==> src/rtl/stream_arb_pkg.sv <==
// Shared types and helpers for the stream round-robin arbiter family.
// Latency: n/a (package only).
// Backpressure: n/a (package only).
package stream_arb_pkg;

   // Default data width of every stream.
   localparam int WIDTH_DEF = 32;

   // Output register occupancy.
   typedef enum logic {
      IDLE = 1'b0,
      SEND = 1'b1
   } arb_state_e;

   // Ceiling log2; returns 0 for values of 0 or 1.
   function automatic int clog2(input int value);
      int res;
      res = 0;
      for (int i = 0; i < 31; i++) begin
         if ((1 << i) < value) res = i + 1;
      end
      return res;
   endfunction

endpackage

==> src/rtl/rr_priority_select.sv <==
// Rotating priority select: first set req bit searching upward from ptr+1, wrapping at N-1.
// Latency: purely combinational, same cycle.
// Backpressure: none; the caller qualifies the grant with its own load condition.
module rr_priority_select #(
   parameter int N     = 4,
   parameter int PTR_W = 2
) (
   input  logic [N-1:0]     req,
   input  logic [PTR_W-1:0] ptr,
   output logic [PTR_W-1:0] grant,
   output logic             grant_vld
);

   // Walk candidates from the farthest to the nearest so the nearest requester wins.
   always_comb begin
      logic [PTR_W:0]   sum;
      logic [PTR_W-1:0] idx;
      grant     = '0;
      grant_vld = 1'b0;
      sum       = '0;
      idx       = '0;
      for (int k = N; k >= 1; k--) begin
         // ptr+k never exceeds 2N-1, so a single conditional subtract wraps it.
         sum = {1'b0, ptr} + (PTR_W+1)'(k);
         if (sum >= (PTR_W+1)'(N)) sum = sum - (PTR_W+1)'(N);
         idx = sum[PTR_W-1:0];
         if (req[idx]) begin
            grant     = idx;
            grant_vld = 1'b1;
         end
      end
   end

endmodule

==> src/rtl/stream_round_robin_arbiter.sv <==
// Round-robin merge of N stb/ack streams onto one registered output, with optional burst hold.
// Latency: 1 cycle from input accept to out_stb; sustains 1 word/cycle with out_ack high.
// Backpressure: out_ack low with a word held freezes all state and forces in_ack to 0.
module stream_round_robin_arbiter
   import stream_arb_pkg::*;
#(
   parameter int N         = 4,
   parameter int WIDTH     = WIDTH_DEF,
   parameter int MAX_BURST = 1,
   parameter int SRC_W     = (clog2(N) > 1) ? clog2(N) : 1
) (
   input  logic               clk,
   input  logic               rst,
   input  logic [N*WIDTH-1:0] in_data,
   input  logic [N-1:0]       in_stb,
   output logic [N-1:0]       in_ack,
   output logic [WIDTH-1:0]   out_data,
   output logic               out_stb,
   input  logic               out_ack,
   output logic [SRC_W-1:0]   out_src
);

   localparam int BURST_W = (clog2(MAX_BURST + 1) > 1) ? clog2(MAX_BURST + 1) : 1;

   arb_state_e         state_q, state_d;
   logic [WIDTH-1:0]   data_q, data_d;
   logic [SRC_W-1:0]   src_q, src_d;
   logic [SRC_W-1:0]   last_q, last_d;
   logic [BURST_W-1:0] burst_q, burst_d;

   logic [SRC_W-1:0]   rr_idx;
   logic               rr_vld;
   logic               hold;
   logic [SRC_W-1:0]   gnt;
   logic               gnt_vld;
   logic               can_load;
   logic               load;
   logic [WIDTH-1:0]   gnt_data;

   rr_priority_select #(
      .N     (N),
      .PTR_W (SRC_W)
   ) u_rr_sel (
      .req       (in_stb),
      .ptr       (last_q),
      .grant     (rr_idx),
      .grant_vld (rr_vld)
   );

   // A nonzero burst count means a previous grant exists; keep it while the burst budget lasts.
   assign hold     = (burst_q != '0) && (burst_q < BURST_W'(MAX_BURST)) && in_stb[last_q];
   assign gnt      = hold ? last_q : rr_idx;
   assign gnt_vld  = hold || rr_vld;
   assign can_load = (state_q == IDLE) || out_ack;
   assign load     = can_load && gnt_vld;

   // One-hot accept for the granted requester; reset forces it low regardless of register state.
   always_comb begin
      in_ack = '0;
      for (int i = 0; i < N; i++) begin
         in_ack[i] = rst && load && (gnt == SRC_W'(i));
      end
   end

   // Pick the granted requester's word out of the flattened input bus.
   always_comb begin
      gnt_data = '0;
      for (int i = 0; i < N; i++) begin
         if (gnt == SRC_W'(i)) gnt_data = in_data[i*WIDTH +: WIDTH];
      end
   end

   // Next-state: load a new word, drain to IDLE, or hold under backpressure.
   always_comb begin
      state_d = state_q;
      data_d  = data_q;
      src_d   = src_q;
      last_d  = last_q;
      burst_d = burst_q;
      if (load) begin
         state_d = SEND;
         data_d  = gnt_data;
         src_d   = gnt;
         last_d  = gnt;
         if (gnt == last_q) begin
            if (burst_q != BURST_W'(MAX_BURST)) burst_d = burst_q + BURST_W'(1);
         end else begin
            burst_d = BURST_W'(1);
         end
      end else if ((state_q == SEND) && out_ack) begin
         state_d = IDLE;
      end
   end

   // State and output registers; reset discards any held word and gives requester 0 first priority.
   always_ff @(posedge clk or negedge rst) begin
      if (!rst) begin
         state_q <= IDLE;
         data_q  <= '0;
         src_q   <= '0;
         last_q  <= SRC_W'(N - 1);
         burst_q <= '0;
      end else begin
         state_q <= state_d;
         data_q  <= data_d;
         src_q   <= src_d;
         last_q  <= last_d;
         burst_q <= burst_d;
      end
   end

   assign out_stb  = (state_q == SEND);
   assign out_data = data_q;
   assign out_src  = src_q;

endmodule

==> config.mk <==
export PLATFORM = sky130hd
export DESIGN_NAME = stream_round_robin_arbiter
export DESIGN_NICKNAME = d
export VERILOG_FILES = /design/src/rtl/stream_arb_pkg.sv /design/src/rtl/rr_priority_select.sv /design/src/rtl/stream_round_robin_arbiter.sv
export SDC_FILE = /design/constraint.sdc
export NUM_CORES = 1
export LEC_CHECK = 0
export CAP_MARGIN = 20
export CORE_UTILIZATION = 40
export CTS_CLUSTER_DIAMETER = 30
export CTS_CLUSTER_SIZE = 14
export DETAILED_ROUTE_END_ITERATION = 10
export PLACE_DENSITY = 0.95
export SETUP_SLACK_MARGIN = 0.4
export SLEW_MARGIN = 40
export SYNTH_ARGS = -nofsm -noshare
export SYNTH_HDL_FRONTEND = slang
export SYNTH_SLANG_ARGS = --single-unit
==> constraint.sdc <==
create_clock -name clk -period 3.6 [get_ports clk]
set_input_delay 0.36 -clock clk [delete_from_list [all_inputs] [get_ports clk]]
set_output_delay 0.36 -clock clk [all_outputs]
set_load 0.1 [all_outputs]
==> metrics.cfg, run 1 <==
[run_status]
status = complete, no violations

[yosys]
synth_xor_area_share_pct = 0
ys_types = 29
synth_seq_area_share_pct = 35.0
synth_adder_area_share_pct = 0
syn-mean-instance-area_um2 = 9.09
netlist_area_um2 = 2650
ys.flop_type = dfrtp_1
syn_nets = 427
synth_compound_area_share_pct = 20.5
synthSimpleGateAreaFrac_pct = 15.8
synth_edf_count = 0
synthArstFlopShare_pct = 100
ys_seq_elements = 37
synth_cells = 292
synth_top_family_by_area = compound AO/OA/AOI/OAI gates
synthMuxAreaShare_pct = 20.1
yosysWarnings = 0

[finish]
final_cells = 530
fin_nets = 586
multi_input_area_um2 = 1510
drive_gt1_share_pct = 17.9
fill_cells = 518
area_growth_pct = 62.1
post-route-cell-area_um2 = 4300
final_util_pct = 67.4
ff_latch_area_um2 = 928

[timing]
min_period_ns = 2.70
setup_viol = 0
worst_slack_ns = 0.895
rsz0062_at_grt = no
clock_skew_ns = 0.00545
tightest_slew_ns = 0.649
finalHoldViolations = 0
hold-worst-slack_ns = 0.0347
maxSlewHeadroom_pct = 56.7
slew_viol_final = 0
fmax_ghz = 0.370
fin_tns_setup_ns = 0
finalCritPeriodShare_pct = 75.1

[critical_path]
reg2regPathDepth = 7
crit_required_ns = 3.24
slowest_stage = a21o_4
cp-end-kind = output port
regToRegSetupSlack_ns = 1.17
r2r-start = last_q[1]
path_cells = clkdlybuf4s50_1 > nand2b_1 > o22ai_2 > buf_4 > a21o_4 > nor2_1 > buf_12
crit_path_max_incr_delay_ns = 0.53
r2r-end = out_data[0]
start_kind = input port
crit_type = in2out
cp.arrival_ns = 2.34
crit_fanout = 43

[routing]
drc = 0
routedWlPerCell_um = 16.9
drt_iter0_markers = 122
drt_wl_total_um = 8940
dr.pass1.iters = 4
ant_nets = 0
dr_total_vias = 2892
vias_per_cell = 5.46

[grt]
antenna_found_initial = 1
grt_max_degree = 58
grt_overflow = 0
track_usage_pct = 25.7
grt_pass1_wl_um = 14400
grt_pass1_vias = 2902

[floorplan]
die_h_um = 83.5
rows = 29
start_util_pct = 41.6
io_pins = 174
core_area_um2 = 6390
fp.dieW_um = 83.5
die-area_um2 = 6960

[power]
powerDensity_nw_per_um2 = 575
p_leak_nw = 1.77
total_power_mw = 2.47
peakVddDrop_mv = 0.439

[clock_network]
clockRootBuffer = clkbuf_8
cts_hold_buf = 0
post_cts_resize_count = 0
cts_max_path_buffers = 2
cts-buffers-inserted = 5
cts.sinks = 37
cts_setup_buffers = 0
clk_latency_ns = 0.28
path_clk_slew_ns = 0.08
htreeDepth = 2
cts_tree = yes

[placement]
dp_slack_ns = 0.714
portBuffers = 173
dp.cells = 521
gp_congestion = 0.806
placed_area_um2 = 4220
hpwl_um = 6670

[hold_path]
hold_path.class = in2async

[run]
maxCapViolCount = 0

## sequential cells by signal, summed over array words and instances (netlist names)
name	flops
last_q	2
out_stb	1
out_src	2
out_data	32
## cell type report
cell class              count  share of cell area (%)
diodes                      1                  0.0582
clock buffers               6                    1.69
clock inverters             2                   0.233
inverters                  16                    1.40
multi-input cells         211                    35.2
flip-flops and latches     37                    21.6
well taps                  77                    2.24
repair buffers            180                    37.6
## per-layer routing
metal	GRT usage, %	share of wire [%]	up-vias
met5	0	0	-
met4	6.93	1.6	0
met3	5.74	5.6	14
met2	46.8	52	113
met1	30.3	41	1362
li1	-	-	1403
## cells by family after synthesis
| family | after synthesis |
|---|---|
| AO/OA/AOI/OAI | 68 |
| AND/OR/NAND/NOR | 92 |
| multiplexers | 51 |
| flip-flops | 37 |
| buffers and inverters | 44 |
## synthesized netlist by cell type, types with 2 or more instances
library cell	count	share of area (%)
a211oi_1	42	12
a21oi_1	3	0.57
buf_1	3	0.42
buf_2	10	1.9
buf_4	2	0.57
buf_6	2	0.85
clkbuf_1	9	1.3
dfrtp_1	35	33
dfstp_2	2	2.0
inv_1	16	2.3
mux2_2	18	7.6
mux2i_1	33	12
nand2_1	24	3.4
nand2b_1	4	0.94
nand3_1	37	7.0
nand3b_1	2	0.57
nor2_1	22	3.1
o311ai_0	7	2.3
o311ai_1	11	3.6
## cell usage in the layout, fill, tap and decap left out
| cell | instances |
|---|---|
| nand3b_1 | 2 |
| diode_2 | 1 |
| o22ai_2 | 1 |
| dfrtp_1 | 35 |
| nor2b_1 | 1 |
| nor2_2 | 1 |
| o311ai_1 | 11 |
| nor2_1 | 21 |
| dfstp_2 | 2 |
| a21o_1 | 1 |
| buf_2 | 36 |
| mux2_2 | 18 |
| a21o_4 | 1 |
| a31oi_4 | 1 |
| nand2_1 | 24 |
| buf_12 | 2 |
| nand2b_1 | 4 |
| mux2i_1 | 33 |
| buf_4 | 9 |
| nand3_1 | 37 |
| inv_1 | 16 |
| clkbuf_1 | 1 |
| clkdlybuf4s50_1 | 133 |
| clkbuf_8 | 5 |
| o21ai_2 | 1 |
| a21oi_1 | 2 |
| o311ai_0 | 7 |
| clkinv_2 | 2 |
| or4_1 | 1 |
| a21oi_2 | 1 |
| a211oi_1 | 42 |
| and2_4 | 1 |
## worst max-delay path by stage
stage                     depth (start not counted)            to  startpoint  slack [ns]
after floorplan                                   6     in_ack[0]     out_stb        0.13
after global placement                            6  out_data[14]   in_stb[1]        0.91
after detailed placement                          6  out_data[13]   in_stb[0]        0.71
after CTS                                         6     in_ack[0]   last_q[1]        0.90
after global routing                              7     in_ack[2]   in_stb[2]        0.75
final                                             7     in_ack[2]   in_stb[2]        0.90
## power breakdown
group / internal [mW] / leakage (nW) / switching, mW
logic: 0.401 / 1.30 / 1.19
registers: 0.533 / 0.429 / 0.0646
clock network: 0.134 / 0.0450 / 0.150
## worst max-delay path: cells and delay by family
kind                   cells  cell delay, ns
AO/OA/AOI/OAI              2            0.68
buffers and inverters      3            0.90
AND/OR/NAND/NOR            2            0.39
(Power assumes the default switching activity.)
==> run 2: changes to the inputs <==
- CORE_UTILIZATION: 40 -> 33
- PLACE_DENSITY: 0.95 -> 0.85
- clock period: 3.6 -> 2.2 ns (I/O delays scaled with it)
==> run 2 against run 1 <==
Via count up 6.8%; cell area grew 22%; flip-flop and latch count did not move; non-clock buffer count grew 33; sequential power grew 66%; die area rose by 21%; wire length is 15% higher; clock-buffer cell count grew 2; first-iteration DRC count shrank 42%; critical endpoint is now in_ack[1].
==> metrics.cfg, run 2 (synthesized netlist as in run 1, its figures left out) <==
[timing]
min_period_ns = 2.06
rsz0062_at_grt = yes
tightest_slew_ns = 0.664
clock_skew_ns = 0.00549
slew_viol_final = 0
setup_viol = 0
finalHoldViolations = 0
fin_tns_setup_ns = 0
finalCritPeriodShare_pct = 93.6
worst_slack_ns = 0.141
fmax_ghz = 0.486
hold-worst-slack_ns = 0.0273
maxSlewHeadroom_pct = 55.6

[routing]
drt_wl_total_um = 10300
routedWlPerCell_um = 17.5
drc = 0
dr_total_vias = 3088
ant_nets = 0
drt_iter0_markers = 71
dr.pass1.iters = 4
vias_per_cell = 5.26

[power]
combinationalPowerShare_pct = 68.3
switching_power_mw = 2.52
peakVddDrop_mv = 0.547
p_leak_nw = 2.11
p_int_mw = 2.22
total_power_mw = 4.73
power_frac_seq_pct = 20.9
powerDensity_nw_per_um2 = 905
p_sw_share_pct = 53.2
p_clk_share_pct = 10.7

[finish]
fin_nets = 619
final_cells = 587
largest_register_ffs = 32
post-route-cell-area_um2 = 5230
mostFrequentLayoutCells = clkdlybuf4s50_1 (129), buf_4 (57), nand3_1 (36)
fill_cells = 619
area_growth_pct = 97.1
antenna_cells = 0
ff_latch_area_um2 = 932
final_util_pct = 67.3
drive_gt1_share_pct = 33.2
layout_commonest_cell = clkdlybuf4s50_1
multi_input_area_um2 = 1860

[floorplan]
rows = 32
die_h_um = 91.7
io_pins = 174
start_util_pct = 34.2
fp.dieW_um = 91.7
die-area_um2 = 8400
core_area_um2 = 7770

[clock_network]
cts_tree = yes
path_clk_slew_ns = 0.08
htreeDepth = 2
clk_latency_ns = 0.29
cts_max_path_buffers = 2
cts-buffers-inserted = 5
clockRootBuffer = clkbuf_8
cts.sinks = 37

[critical_path]
cp.arrival_ns = 1.84
cp-startpoint = last_q[1]
crit_fanout = 6
r2r-start = last_q[1]
crit_required_ns = 1.98
reg2regPathDepth = 8
start_kind = flip-flop
cp-end-kind = output port
crit_type = reg2out

[placement]
dp_slack_ns = 0.00512
dp.cells = 556
gp_congestion = 0.850
hpwl_um = 6900
portBuffers = 173
placed_area_um2 = 4580

[grt]
grt_pass1_vias = 3198
grt_pass1_wl_um = 15400
track_usage_pct = 23.5
antenna_found_initial = 0
grt_overflow = 0
grt_max_degree = 43

[run_status]
status = complete, no violations

[hold_path]
hold_path.class = in2async

[run]
maxCapViolCount = 0

-- run 2: changes by cell type in the layout (fill, tap and decap cells not counted), moves of 4 or more --
cell / change
a211oi_4: +8
buf_4: +48
o311ai_1: +6
clkdlybuf4s50_1: -4
buf_2: -35
nor2_4: +5
a211oi_1: -33
mux2i_2: +4
nor2_1: -4
a211oi_2: +25
dlygate4sd2_1: +4
mux2i_1: -6
o311ai_0: -7
buf_12: +11
-- run 2: worst max-delay path: stages, from the launching register on --
cell and delay (ns):
dfstp_2 0.59, nand2b_1 0.18, a31oi_4 0.12, nand3b_1 0.29, nor2_4 0.19, buf_12 0.18
-- run 2: layout make-up --
cell class                      count  share of cell area, %
Clock buffer                        8                   1.72
Inverter                           16                   1.15
Multi-Input combinational cell    211                   35.5
Sequential cell                    37                   17.8
Tap cell                          102                   2.44
Timing Repair Buffer              213                   41.4
-- run 2: worst paths after layout --
path | endpoint | slack [ns]
hold reg to reg | out_data[24] | 0.49
setup / recovery | in_ack[1] | 0.14
hold / removal | out_data[17] | 0.03
setup reg to reg | out_data[26] | 0.15
max in group asynchronous | out_data[9] | 1.18
min in group clk | out_stb | 0.48
-- run 2: metal layers --
metal	vias up	GRT usage, %	share of wire (%)
met5	-	0	0
met4	0	5.69	2.1
met3	17	7.38	9.7
met2	154	44.8	52
met1	1459	25.0	36
li1	1458	-	-
-- run 2: repair_timing --
item | CTS | global route
resized for setup | 48 | 30
endpoints found under the hold margin | 14 | 0
setup endpoints to repair | 36 | 36
hold buffers | 1 | 0
pin swaps | 20 | 15
buffers inserted | 15 | 5
gates cloned | 1 | 1
-- run 2: power by group through the flow --
| stage | registers, mW | clock network [mW] | logic [mW] |
|---|---|---|---|
| 3_3_place_gp | 0.996 | 0 | 2.80 |
| 6_report | 0.991 | 0.508 | 3.23 |
| 3_5_place_dp | 1.00 | 0 | 2.84 |
| 2_1_floorplan | 2.30 | 0 | 0.740 |
| 4_1_cts | 0.992 | 0.520 | 3.08 |
| 5_1_grt | 1.02 | 0.541 | 3.36 |
==> run 3: changes to the inputs <==
- CORE_UTILIZATION: 33 -> 32
- SYNTH_HIERARCHICAL: default -> 1
==> run 3 against run 2 <==
The run now ends with negative setup slack left; area after synthesis shrank 8.4%; clock skew is essentially flat; clock-buffer cell count shrank 2; cell area shrank 11%; largest cell class unchanged; clock power shrank 11%; worst setup slack lost 0.24 ns; die area shrank 5.4%; sequential share of layout area grew 2.0 points; critical path depth grew 1; flip-flop and latch count is the same; non-clock buffer count shrank 13.
==> metrics.cfg, run 3 <==
[run_status]
status = finished with violations
violations = negative setup slack

[floorplan]
start_util_pct = 33.3
die_h_um = 89.2
fp.dieW_um = 89.2
rows = 31
io_pins = 174
core_area_um2 = 7290
die-area_um2 = 7950

[timing]
finalCritPeriodShare_pct = 104
maxSlewHeadroom_pct = 70.9
finalHoldViolations = 0
clock_skew_ns = 0.00512
fmax_ghz = 0.436
worst_slack_ns = -0.0949
fin_tns_setup_ns = -1.56
min_period_ns = 2.29
slew_viol_final = 0
setup_viol = 35
rsz0062_at_grt = yes
tightest_slew_ns = 0.435

[critical_path]
crit_path_max_incr_delay_ns = 0.57
cp.buffers_inverters = 3
cp-end-kind = output port
start_kind = flip-flop
crit_fanout = 4
crit_type = reg2out
crit_required_ns = 1.98
path_cells = mux2i_2 > o221ai_4 > buf_12 > buf_16 > nor4b_4 > buf_12
critPathMostFrequentCell = buf_12
crit_family = flip-flops
slowest_stage = dfstp_2
cp.arrival_ns = 2.07

[finish]
final_cells = 437
layout_commonest_cell = clkdlybuf4s50_1
mostFrequentLayoutCells = clkdlybuf4s50_1 (133), buf_4 (44), dfrtp_1 (35)
drive_gt1_share_pct = 45.9
largest_register_ffs = 32
fin_nets = 472
antenna_cells = 0
area_growth_pct = 92.3
post-route-cell-area_um2 = 4680

[yosys]
yosys-top-cells-area = dfrtp_1 (36%), mux4_2 (24%), mux2_4 (15%), mux4_1 (6.5%), mux2_2 (5.1%)
yosysWarnings = 6
syn-mean-instance-area_um2 = 17.1
synth_top_area_share_pct = 36.0
yosysTopAreaCell = dfrtp_1
yosysMostFrequentCell = dfrtp_1
syn_nets = 277
ys_seq_elements = 37
synth_edf_count = 0
synth_commonest_cells = dfrtp_1 (35), mux4_2 (26), mux2_4 (25)
synth_cells = 142
ys.flop_type = dfrtp_1
netlist_area_um2 = 2430
ys_types = 28
synth_seq_area_share_pct = 38.2
synthArstFlopShare_pct = 100

[power]
peakVddDrop_mv = 0.716
powerDensity_nw_per_um2 = 1350
p_leak_nw = 1.94

[placement]
dp.cells = 411
placed_area_um2 = 4340
gp_congestion = 0.678
portBuffers = 173
hpwl_um = 5830

[clock_network]
path_clk_slew_ns = 0.08
cts-buffers-inserted = 5
htreeDepth = 2
cts.sinks = 37
cts_tree = yes
clockRootBuffer = clkbuf_8
cts_max_path_buffers = 2
clk_latency_ns = 0.29

[grt]
grt_max_degree = 28
grt_pass1_vias = 2281
antenna_found_initial = 0
track_usage_pct = 19.5
grt_overflow = 0
grt_pass1_wl_um = 11400

[hold_path]
hold_path.class = in2async

[routing]
vias_per_cell = 4.81
dr.pass1.iters = 4
drt_wl_total_um = 7680
ant_nets = 0
drt_iter0_markers = 46
dr_total_vias = 2103
drc = 0
routedWlPerCell_um = 17.6

[run]
maxCapViolCount = 0

[run 3: changes by cell type in the layout (fill, tap and decap cells not counted), sizes merged, moves of 12 or more]
cell,delta
nand2,-22
o311ai,-18
mux2,+18
mux2i,-32
inv,-15
buf,-12
mux4,+32
nor2,-18
nand3,-36
a211oi,-42
[run 3: power by group]
group	total, mW	internal, mW	switching (mW)
sequential	1.18	0.993	0.189
combinational	4.70	1.75	2.95
clock	0.452	0.219	0.233
total	6.33	2.96	3.37
[run 3: metrics by stage]
step	power [mW]	utilization [%]	worst slack (ns)	hold slack, ns
final	6.33	64.1	-0.0949	0.0410
after CTS	6.33	63.6	-0.0806	0.0561
after floorplan	4.51	-	-0.294	-0.0756
after global routing	6.60	64.1	-0.176	0.0631
after detailed placement	5.53	59.5	-0.202	0.134
after global placement	5.47	59.5	-0.166	0.133
[run 3: cell families after synthesis]
group	count (synthesis)	synth area share (%)
AOI/OAI and AO/OA	5	1.65
buffers and inverters	14	4.53
DFF	37	38.2
muxes	69	51.5
and+or+nand+nor	17	4.12
[run 3: worst paths after layout]
kind / depth (start not counted) / start / slack (ns) / to
min: 2 / rst / 0.04 / out_data[31]
max reg2reg: 8 / last_q[1] / -0.09 / out_data[11]
min reg2reg: 1 / out_data[11] / 0.52 / out_data[11]
max: 6 / last_q[1] / -0.09 / in_ack[0]
min in group clk: 1 / out_data[11] / 0.52 / out_data[11]
max in group asynchronous: 2 / rst / 1.40 / out_data[25]
[run 3: routing by layer]
metal / up-vias / routed length (µm) / part of all wire [%] / GRT usage, %
met4: 0 / 137 / 1.8 / 5.77
met5: - / 0 / 0 / 0
li1: 954 / - / - / -
met1: 1033 / 2620 / 34 / 20.3
met3: 15 / 626 / 8.1 / 6.00
met2: 101 / 4300 / 56 / 37.4
[run 3: final cells by class]
cell class / count / area [µm²]
Clock buffer: 6 / 72.6
Clock inverter: 2 / 10.0
Fill cell: 558 / 2620
Inverter: 2 / 11.3
Multi-Input combinational cell: 91 / 1480
Sequential cell: 37 / 928
Tap cell: 99 / 124
Timing Repair Buffer: 200 / 2050
[run 3: what timing repair did]
item                                    4_1_cts  5_1_grt
hold buffers                                  2        0
endpoints found under the setup margin       36       39
pin swaps                                     3        0
setup buffers                                13        2
gates resized for setup                      17        6
endpoints found under the hold margin         8        0
cloned                                        1        0
